===== config.mk =====
export PLATFORM = sky130hd
export DESIGN_NAME = lbist_sequencer
export DESIGN_NICKNAME = d
export VERILOG_FILES = /design/src/rtl/lbist_pkg.sv /design/src/rtl/lbist_resp_window.sv /design/src/rtl/lbist_sequencer.sv
export SDC_FILE = /design/constraint.sdc
export NUM_CORES = 1
export LEC_CHECK = 0
export CORE_MARGIN = 1.5
export CORE_UTILIZATION = 65
export CTS_CLUSTER_DIAMETER = 120
export DETAILED_ROUTE_END_ITERATION = 8
export DONT_BUFFER_PORTS = 1
export PLACE_DENSITY = 0.81
export SLEW_MARGIN = 40
export SYNTH_ARGS = -nofsm -noshare
export SYNTH_HDL_FRONTEND = slang
export SYNTH_SLANG_ARGS = --single-unit

===== constraint.sdc =====
create_clock -name clk -period 2.8 [get_ports clk]
set_clock_uncertainty 0.1 [all_clocks]
set_input_delay 0 -clock clk [delete_from_list [all_inputs] [get_ports clk]]
set_output_delay 0 -clock clk [all_outputs]
set_load 0.005 [all_outputs]

===== src/rtl/lbist_pkg.sv =====
// Shared types for the c432 logic-BIST run controller: FSM states, verdict
// encoding, per-state control word and default session geometry.
package lbist_pkg;

  localparam int unsigned LBIST_NUM_PATTERNS = 24;
  localparam int unsigned LBIST_FLUSH_CYC    = 4;
  localparam int unsigned LBIST_SIG_W        = 4;

  typedef enum logic [2:0] {
    ST_IDLE  = 3'd0,
    ST_SEED  = 3'd1,
    ST_RUN   = 3'd2,
    ST_FLUSH = 3'd3,
    ST_CHECK = 3'd4,
    ST_DONE  = 3'd5
  } lbist_state_t;

  typedef enum logic [1:0] {
    VERDICT_NONE = 2'b00,
    VERDICT_PASS = 2'b01,
    VERDICT_FAIL = 2'b10
  } lbist_verdict_t;

  typedef struct packed {
    logic tpg_rst;
    logic misr_clr;
    logic bist_mode;
    logic misr_en;
    logic busy;
    logic done;
  } lbist_ctrl_t;

  // Control word to present while the FSM sits in state s; registered by
  // the sequencer together with the state so every control is a flop output.
  function automatic lbist_ctrl_t state_ctrl(input lbist_state_t s);
    lbist_ctrl_t c;
    c = '0;
    case (s)
      ST_IDLE: c.tpg_rst = 1'b1;
      ST_SEED: begin
        c.tpg_rst   = 1'b1;
        c.misr_clr  = 1'b1;
        c.bist_mode = 1'b1;
        c.busy      = 1'b1;
      end
      ST_RUN, ST_FLUSH: begin
        c.bist_mode = 1'b1;
        c.misr_en   = 1'b1;
        c.busy      = 1'b1;
      end
      ST_CHECK: begin
        c.bist_mode = 1'b1;
        c.busy      = 1'b1;
      end
      ST_DONE: begin
        c.busy = 1'b1;
        c.done = 1'b1;
      end
      default: c.tpg_rst = 1'b1;
    endcase
    return c;
  endfunction

endpackage


===== src/rtl/lbist_resp_window.sv =====
// Response-valid window for a BIST wrapper: delays the RUN-valid flag by the
// response pipeline depth and counts misses (found=0) in valid cycles.
// With LBIST_DIAG_EN defined the delayed valid flag is also exported.
module lbist_resp_window #(
  parameter int unsigned DEPTH = 4,
  parameter int unsigned CNT_W = 8
) (
  input  logic             clk,
  input  logic             rst,
  input  logic             clr,
  input  logic             kill,
  input  logic             run_vld,
  input  logic             found,
`ifdef LBIST_DIAG_EN
  output logic             resp_vld,
`endif
  output logic [CNT_W-1:0] miss_cnt
);

  logic [DEPTH-1:0] vld_pipe_q;
  logic [CNT_W-1:0] miss_q;
  logic             win_vld;

  assign win_vld  = vld_pipe_q[DEPTH-1];
  assign miss_cnt = miss_q;
`ifdef LBIST_DIAG_EN
  assign resp_vld = win_vld;
`endif

  // A killed session drops its in-flight responses so nothing is counted
  // once the controller is back in idle.
  always_ff @(posedge clk) begin
    if (!rst || clr || kill) begin
      vld_pipe_q <= '0;
    end else begin
      vld_pipe_q <= (vld_pipe_q << 1) | DEPTH'(run_vld);
    end
  end

  always_ff @(posedge clk) begin
    if (!rst || clr) begin
      miss_q <= '0;
    end else if (win_vld && !kill && !found && (miss_q != '1)) begin
      miss_q <= miss_q + CNT_W'(1);
    end
  end

endmodule


===== src/rtl/lbist_sequencer.sv =====
// Run controller for one c432 logic-BIST session: seed, run, flush, check.
// Optional feature macro LBIST_DIAG_EN adds first-miss diagnostics outputs.
module lbist_sequencer
  import lbist_pkg::*;
#(
  parameter int unsigned       NUM_PATTERNS = LBIST_NUM_PATTERNS,
  parameter int unsigned       FLUSH_CYC    = LBIST_FLUSH_CYC,
  parameter int unsigned       SIG_W        = LBIST_SIG_W,
  parameter logic [SIG_W-1:0]  GOLDEN_SIG   = '0,
  parameter int unsigned       MAX_MISS     = 2,
  parameter int unsigned       CNT_W        = 8
) (
  input  logic               clk,
  input  logic               rst,
  input  logic               start,
  input  logic               abort,
  input  logic               found,
  input  logic [SIG_W-1:0]   sig_in,
  output logic               bist_mode,
  output logic               tpg_rst,
  output logic               misr_clr,
  output logic               misr_en,
  output logic               busy,
  output logic               done,
  output logic               pass,
  output logic               fail,
  output logic [CNT_W-1:0]   pat_cnt,
  output logic [CNT_W-1:0]   miss_cnt,
`ifdef LBIST_DIAG_EN
  output logic [CNT_W-1:0]   first_fail_idx,
  output logic               first_fail_vld,
`endif
  output lbist_state_t       state_dbg
);

  localparam int unsigned FL_W = (FLUSH_CYC > 1) ? $clog2(FLUSH_CYC) : 1;

  // Handshake: start is level-sampled only in IDLE; abort is honoured only
  // while a session is active (SEED..CHECK) and wins over normal sequencing.
  lbist_state_t   state_q;
  lbist_ctrl_t    ctrl_q;
  lbist_verdict_t verdict_q;
  logic [CNT_W-1:0] pat_cnt_q;
  logic [FL_W-1:0]  flush_cnt_q;
  logic             seed_go;
  logic             kill;
  logic             run_vld;
`ifdef LBIST_DIAG_EN
  logic             resp_vld;
`endif

  assign seed_go = (state_q == ST_IDLE) && start;
  assign kill    = abort && (state_q inside {ST_SEED, ST_RUN, ST_FLUSH, ST_CHECK});
  assign run_vld = (state_q == ST_RUN);

  always_ff @(posedge clk) begin
    if (!rst) begin
      state_q     <= ST_IDLE;
      ctrl_q      <= state_ctrl(ST_IDLE);
      verdict_q   <= VERDICT_NONE;
      pat_cnt_q   <= '0;
      flush_cnt_q <= '0;
    end else if (kill) begin
      state_q   <= ST_IDLE;
      ctrl_q    <= state_ctrl(ST_IDLE);
      verdict_q <= VERDICT_NONE;
    end else begin
      case (state_q)
        ST_IDLE: begin
          if (start) begin
            state_q   <= ST_SEED;
            ctrl_q    <= state_ctrl(ST_SEED);
            verdict_q <= VERDICT_NONE;
            pat_cnt_q <= '0;
          end
        end
        ST_SEED: begin
          state_q <= ST_RUN;
          ctrl_q  <= state_ctrl(ST_RUN);
        end
        ST_RUN: begin
          if (pat_cnt_q == CNT_W'(NUM_PATTERNS - 1)) begin
            state_q     <= ST_FLUSH;
            ctrl_q      <= state_ctrl(ST_FLUSH);
            flush_cnt_q <= '0;
          end else begin
            pat_cnt_q <= pat_cnt_q + CNT_W'(1);
          end
        end
        ST_FLUSH: begin
          if (flush_cnt_q == FL_W'(FLUSH_CYC - 1)) begin
            state_q <= ST_CHECK;
            ctrl_q  <= state_ctrl(ST_CHECK);
          end else begin
            flush_cnt_q <= flush_cnt_q + FL_W'(1);
          end
        end
        ST_CHECK: begin
          state_q <= ST_DONE;
          ctrl_q  <= state_ctrl(ST_DONE);
          if ((sig_in == GOLDEN_SIG) && (miss_cnt <= CNT_W'(MAX_MISS))) begin
            verdict_q <= VERDICT_PASS;
          end else begin
            verdict_q <= VERDICT_FAIL;
          end
        end
        ST_DONE: begin
          state_q <= ST_IDLE;
          ctrl_q  <= state_ctrl(ST_IDLE);
        end
        default: begin
          state_q <= ST_IDLE;
          ctrl_q  <= state_ctrl(ST_IDLE);
        end
      endcase
    end
  end

  lbist_resp_window #(
    .DEPTH (FLUSH_CYC),
    .CNT_W (CNT_W)
  ) u_resp_window (
    .clk      (clk),
    .rst      (rst),
    .clr      (seed_go),
    .kill     (kill),
    .run_vld  (run_vld),
    .found    (found),
`ifdef LBIST_DIAG_EN
    .resp_vld (resp_vld),
`endif
    .miss_cnt (miss_cnt)
  );

`ifdef LBIST_DIAG_EN
  // resp_idx counts valid response cycles, i.e. the RUN pattern index
  // delayed through the response pipeline.
  logic [CNT_W-1:0] resp_idx_q;
  logic [CNT_W-1:0] ff_idx_q;
  logic             ff_vld_q;

  always_ff @(posedge clk) begin
    if (!rst || seed_go) begin
      resp_idx_q <= '0;
      ff_idx_q   <= '0;
      ff_vld_q   <= 1'b0;
    end else if (resp_vld && !kill) begin
      resp_idx_q <= resp_idx_q + CNT_W'(1);
      if (!found && !ff_vld_q) begin
        ff_idx_q <= resp_idx_q;
        ff_vld_q <= 1'b1;
      end
    end
  end

  assign first_fail_idx = ff_idx_q;
  assign first_fail_vld = ff_vld_q;
`endif

  assign tpg_rst   = ctrl_q.tpg_rst;
  assign misr_clr  = ctrl_q.misr_clr;
  assign bist_mode = ctrl_q.bist_mode;
  assign misr_en   = ctrl_q.misr_en;
  assign busy      = ctrl_q.busy;
  assign done      = ctrl_q.done;
  assign pass      = (verdict_q == VERDICT_PASS);
  assign fail      = (verdict_q == VERDICT_FAIL);
  assign pat_cnt   = pat_cnt_q;
  assign state_dbg = state_q;

endmodule

Yosys cells after proc, flatten, opt, wreduce, memory -nomap -nowiden

Cells that the tools add are included.

Divide/modulo/power cells: 0
$lt $le $gt $ge: 1
Shifts and indexed selects: 0
Multiply operators: 0
Reductions and logical operators: 22
Bitwise logic cells: 3
Eq/ne operators: 14
Multiplexer cells: 17
$add $sub $neg: 3

Operators with widths:

| kind                | number |
|---|---|
| $pmux 6 s5          | 1 |
| $mux 6              | 3 |
| $add 8x1->8 const B | 2 |
| $mux 8              | 2 |
| $pmux 8 s2          | 1 |
| $pmux 3 s5          | 1 |
| $mux 3              | 3 |
| $eq 8x5->1 const B  | 1 |
| $le 8x2->1 const B  | 1 |
| $mux 2              | 4 |
| $ne 2x2->1 const B  | 4 |
| $ne 8x8->1 const B  | 1 |
| $pmux 2 s2          | 2 |
| $reduce_and 4->1    | 2 |
| $eq 3x2->1 const B  | 2 |
| $logic_and 1x1->1   | 6 |
| $reduce_bool 2->1   | 3 |
| $eq 2x2->1 const B  | 2 |
| $logic_not 4->1     | 1 |
| $or 4x1->4          | 1 |
| $reduce_bool 4->1   | 1 |
| $eq 3x1->1 const B  | 1 |
| $eq 3x3->1 const B  | 1 |
| $logic_not 1->1     | 3 |
| 9 further kinds     | 11 |

Memory bits (writable): 0
ROM bits: 0
Bits in registers: 33
Memories: 0
Output and inout port bits: 27
Latch bits: 0

Longest topological paths before layout

Depth in word-level cells: 7
Gate-level depth with buffers: 6

Modules after synthesis

From an unflattened synthesis, not the netlist that was laid out.

Cells, all modules: 184
Area, all modules: 1591.5 µm²

Modules (own cells, without submodules):

| module            | cells each | area an instance (µm²) | instances | sequential area each (µm²) |
|---|---|---|---|---|
| lbist_sequencer   | 124        | 1038.5                 | 1         | 400.4 |
| lbist_resp_window | 60         | 553.0                  | 1         | 240.2 |

Worst setup path before layout

Ideal clock, no wire load.

Path kind: register -> register
Start point: reg state_q[2] (netlist: state_dbg[2])
End point: reg u_resp_window.miss_q[2] (netlist: u_resp_window.miss_cnt[2])
Required time: 2.565 ns
Cell stages (with the launch flop): 7
Buffers on the path: 2
Library setup time: 0.135 ns
Path slack: 0.866 ns
Data arrival time: 1.699 ns
Cell sequence: dfxtp_1 > buf_6 > or3_4 > a311o_1 > buf_2 > o311ai_0 > o41ai_1

Cells in the longest elaborated chain, start to end: 7

Ends and longest elaborated chain:

| what                               | line                    | source |
|---|---|---|
| start, declared                    | lbist_sequencer.sv:40   | `lbist_state_t state_q;` |
| start signal, assigned             | lbist_sequencer.sv:58   | `state_q <= ST_IDLE;` |
| start signal, assigned             | lbist_sequencer.sv:64   | `state_q <= ST_IDLE;` |
| start signal, assigned             | lbist_sequencer.sv:71   | `state_q <= ST_SEED;` |
| $eq 3x1->1 (tied with other cells) | lbist_sequencer.sv:53   | `assign kill = abort && (state_q inside {ST_SEED, ST_RUN, ST_FLUSH, ST_CHECK});` |
| $reduce_bool 4->1                  | lbist_sequencer.sv:53   |  |
| $logic_and 1x1->1                  | lbist_sequencer.sv:53   |  |
| $logic_not 1->1                    | lbist_resp_window.sv:43 | `end else if (win_vld && !kill && !found && (miss_q != '1)) begin` |
| $logic_and 1x1->1 (3 in series)    | lbist_resp_window.sv:43 |  |
| end signal, assigned               | lbist_resp_window.sv:44 | `miss_q <= miss_q + CNT_W'(1);` |
| end, declared                      | lbist_resp_window.sv:21 | `logic [CNT_W-1:0] miss_q;` |

Several ways; a longest one is shown, not always the timed one.
A chain may end at the register's enable or synchronous reset.

Worst setup path in the final report

Start point: reg state_q[1] (netlist: state_dbg[1])
End point: reg u_resp_window.miss_q[4] (netlist: u_resp_window.miss_cnt[4])

The elaborated chain is that of the path after synthesis.

==> impl_results.md <==
- Status: finished, final reports clean
- Total GRT Usage: 0.300
- Final setup TNS: 0 ns
- Ports: 36
- CTS Buf Count: 5
- MaxCap Viol Count: 0
- Setup-failing EPs final: 0
- Initial antenna violation count: 0
- Worst EP required: about 3.0 ns
- H-tree levels: 2
- Synth Instances: slightly above 200
- Mapped Area: between 0.0015 and 0.002 sq mm
- Average wire per standard cell: approximately 17 um
- Worst-path fanout max: 17
- Die Wd: approximately 54 um
- Static Leakage: ~0.64 nW
- Synth Net Count: roughly 220
- Peak Freq: 417 MHz
- Fin cells: between 200 and 250
- Final hold violations: 0
- Global route overflow: 0
- PD cells: between 700 and 800 mW/mm^2
- Largest net degree at the start of global routing: 18
- Iteration-0 DRC Markers: 45
- CTS Hold Bufs: 5
- Top FF cell, synth: dfxtp_1
- Kind of start point of the critical path: register
- Post-synthesis compound-gate area fraction: 0.216
- Peak VDD IR: roughly 0.00065 V
- Drt pass-1 iters: 4
- Clk_lat worst skew: ~0.34 ns
- Fillers: 184
- DR DRC count: 0
- Register bit total from synthesis: 33
- Synthesized area per cell: 8.16 sq um
- Post-synth EDFFs: 0
- Pre-CTS setup slack: 0.448 ns
- Min Hold Slack: between 0.05 and 0.06 ns
- Tightest Hold Check Type: in -> reg
- Average via count per standard cell: between 6 and 7
- Initial core utilization: 0.678
- Min Tclk post-route: between 2 and 2.5 ns
- Slew margin rel.: 0.624
- Bufs on Longest Clock Path: 2
- Root Driver: clkbuf_4
- Core area: about 0.0025 sq mm
- Die H: around 54 um
- Post_cts resized: 0
- Main combinational cell family by area after synthesis: simple AND/OR/NAND/NOR gates
- Vias: roughly 1,600
- CTS tree: built
- Synth area leaders: dfxtp_1 (40%), a21oi_1 (5.7%), o21ai_0 (5.4%)
- RSZ-0062 raised after global routing: no
- Post-Synth Simple-Gate Area: 0.290
- First-pass GRT wire length: between 6 and 7 mm
- CP Class: reg -> reg
- Share of cells above drive strength 1: 0.0758
- Area grow syn2layout: 9.62%
- Critical path data arrival time: between 2 and 3 ns
- Post-CTS Setup Bufs: 0
- GP Congestion: between 0.9 and 1
- Post-Synth XOR/XNOR Area: 0.0105
- Pins Over Slew Limit: 0
- Dpl cells: 228
- Measured slew at the worst slew-check pin: about 0.56 ns
- Top-area cell type share of the netlist area: 0.397
- Clock sinks: 33
- Post-route ant nets: 0
- Yosys cell types: between 40 and 50
- Async S/R FF share, synth: 0
- Synth warn: 0
- N_diodes: 0
- Final Cycle Share: 0.857
- Top cell type by total area after synthesis: dfxtp_1
- Dpl hpwl: 2.71 mm
- Register area share after synthesis: 0.397
- Clock slew at reported path FFs: about 0.11 ns
- Mux cell area share after synthesis: 0.0120
- Nets: roughly 220
- Setup WS post-layout: ~0.40 ns
- # rows: 18
- Routed wire length: roughly 4 mm
- Vias in the first global route: roughly 1,400
- CP endpoint kind: register
- Post-Synth Adder-Cell Area: 0.0301
- Port bufs: 0
- Die Area: between 0.002 and 0.003 sq mm
- Pwr Total: around 1.3 mW
-- state kept, by name, summed over array words and instances, names as in the netlist --
signal	count
pat_cnt	8
state_dbg	3
flush_cnt_q	2
misr_clr	1
verdict_q	2
tpg_rst	1
busy	1
done	1
u_resp_window.miss_cnt	8
u_resp_window.vld_pipe_q	4
misr_en	1
bist_mode	1
-- synthesized netlist by cell type, types with 2 or more instances --
cell,count
nor3_1,5
nor2b_1,4
nand3_1,14
and3_1,8
a21o_1,2
a31oi_1,5
nor4_1,3
o21ai_0,18
ha_1,4
nand2_1,17
a21oi_1,19
dfxtp_1,33
or4_1,3
nand4_1,4
nor3b_1,2
or3_1,5
nor2_1,11
clkbuf_1,5
buf_2,3
o311ai_0,3
o211ai_1,2
inv_1,8
mux2i_1,2
o31ai_1,2
xnor2_1,2
and2_1,3
-- cells in the final DEF (no fill, tap or decap), types with 2 or more instances in the layout --
master and instances:
a21oi_1 19, xnor2_1 2, nor2b_1 4, o21ai_0 18
inv_1 8, or4_1 3, nor3b_1 2, ha_1 4
o311ai_0 3, nand2_1 17, dfxtp_1 33, mux2i_1 2
a31oi_1 5, buf_4 3, o31ai_1 2, and2_1 3
o211ai_1 2, nor3_1 5, and3_1 8, nand4_1 4
or3_1 5, clkbuf_4 5, nor4_1 3, nand3_1 14
nor2_1 11, a21o_1 2, dlygate4sd3_1 5
-- logic make-up after synthesis --
group,Yosys count
AND/OR/NAND/NOR,87
AO/OA/AOI/OAI,59
flip-flops,33
buffers and inverters,17
adder cells (fa/ha/maj),4
XOR/XNOR,2
multiplexers,2
-- layer usage --
metal,vias up,wire length (um),track usage
met5,-,0,0
met1,784,1670,0.346
met2,60,1980,0.492
li1,771,-,-
met3,8,274,0.114
met4,0,60,0.137
-- per-stage QoR --
step,instance area (sq um),utilization
after CTS,1820,0.741
after global placement,1680,0.685
after floorplan,1670,-
after global routing,1830,0.744
final,1830,0.744
after detailed placement,1680,0.685
-- critical path, stage by stage, from the launching register on --
cell and delay [ns]:
dfxtp_1 0.65, o21ai_0 0.30, a311o_1 0.58, or4_1 0.56, a21oi_1 0.15
-- area by class of cell --
class / count / area [sq um] / share of cell area
clock buffer: 6 / 51.3 / 0.0281
clock inverter: 2 / 37.5 / 0.0206
inverter: 8 / 30.0 / 0.0164
multi-input combinational: 154 / 936 / 0.513
sequential: 33 / 661 / 0.362
tap: 30 / 37.5 / 0.0206
timing repair buffer: 8 / 72.6 / 0.0398
-- worst paths after layout --
kind | from | cells past startpoint | end | slack (ns)
worst max register to register | state_dbg[1] | 4 | u_resp_window.miss_cnt[4] | 0.40
worst max-delay path | state_dbg[1] | 4 | u_resp_window.miss_cnt[4] | 0.40
worst min-delay path | start | 4 | bist_mode | 0.06
worst min register to register | u_resp_window.vld_pipe_q[0] | 1 | u_resp_window.vld_pipe_q[1] | 0.37
-- report_power, final --
group	leakage [nW]	switching, mW	internal (mW)
logic	0.328	0.218	0.142
registers	0.267	0.0774	0.520
clock network	0.0445	0.170	0.212
total	0.640	0.466	0.874
No activity file was read; power rests on OpenSTA's default activity.
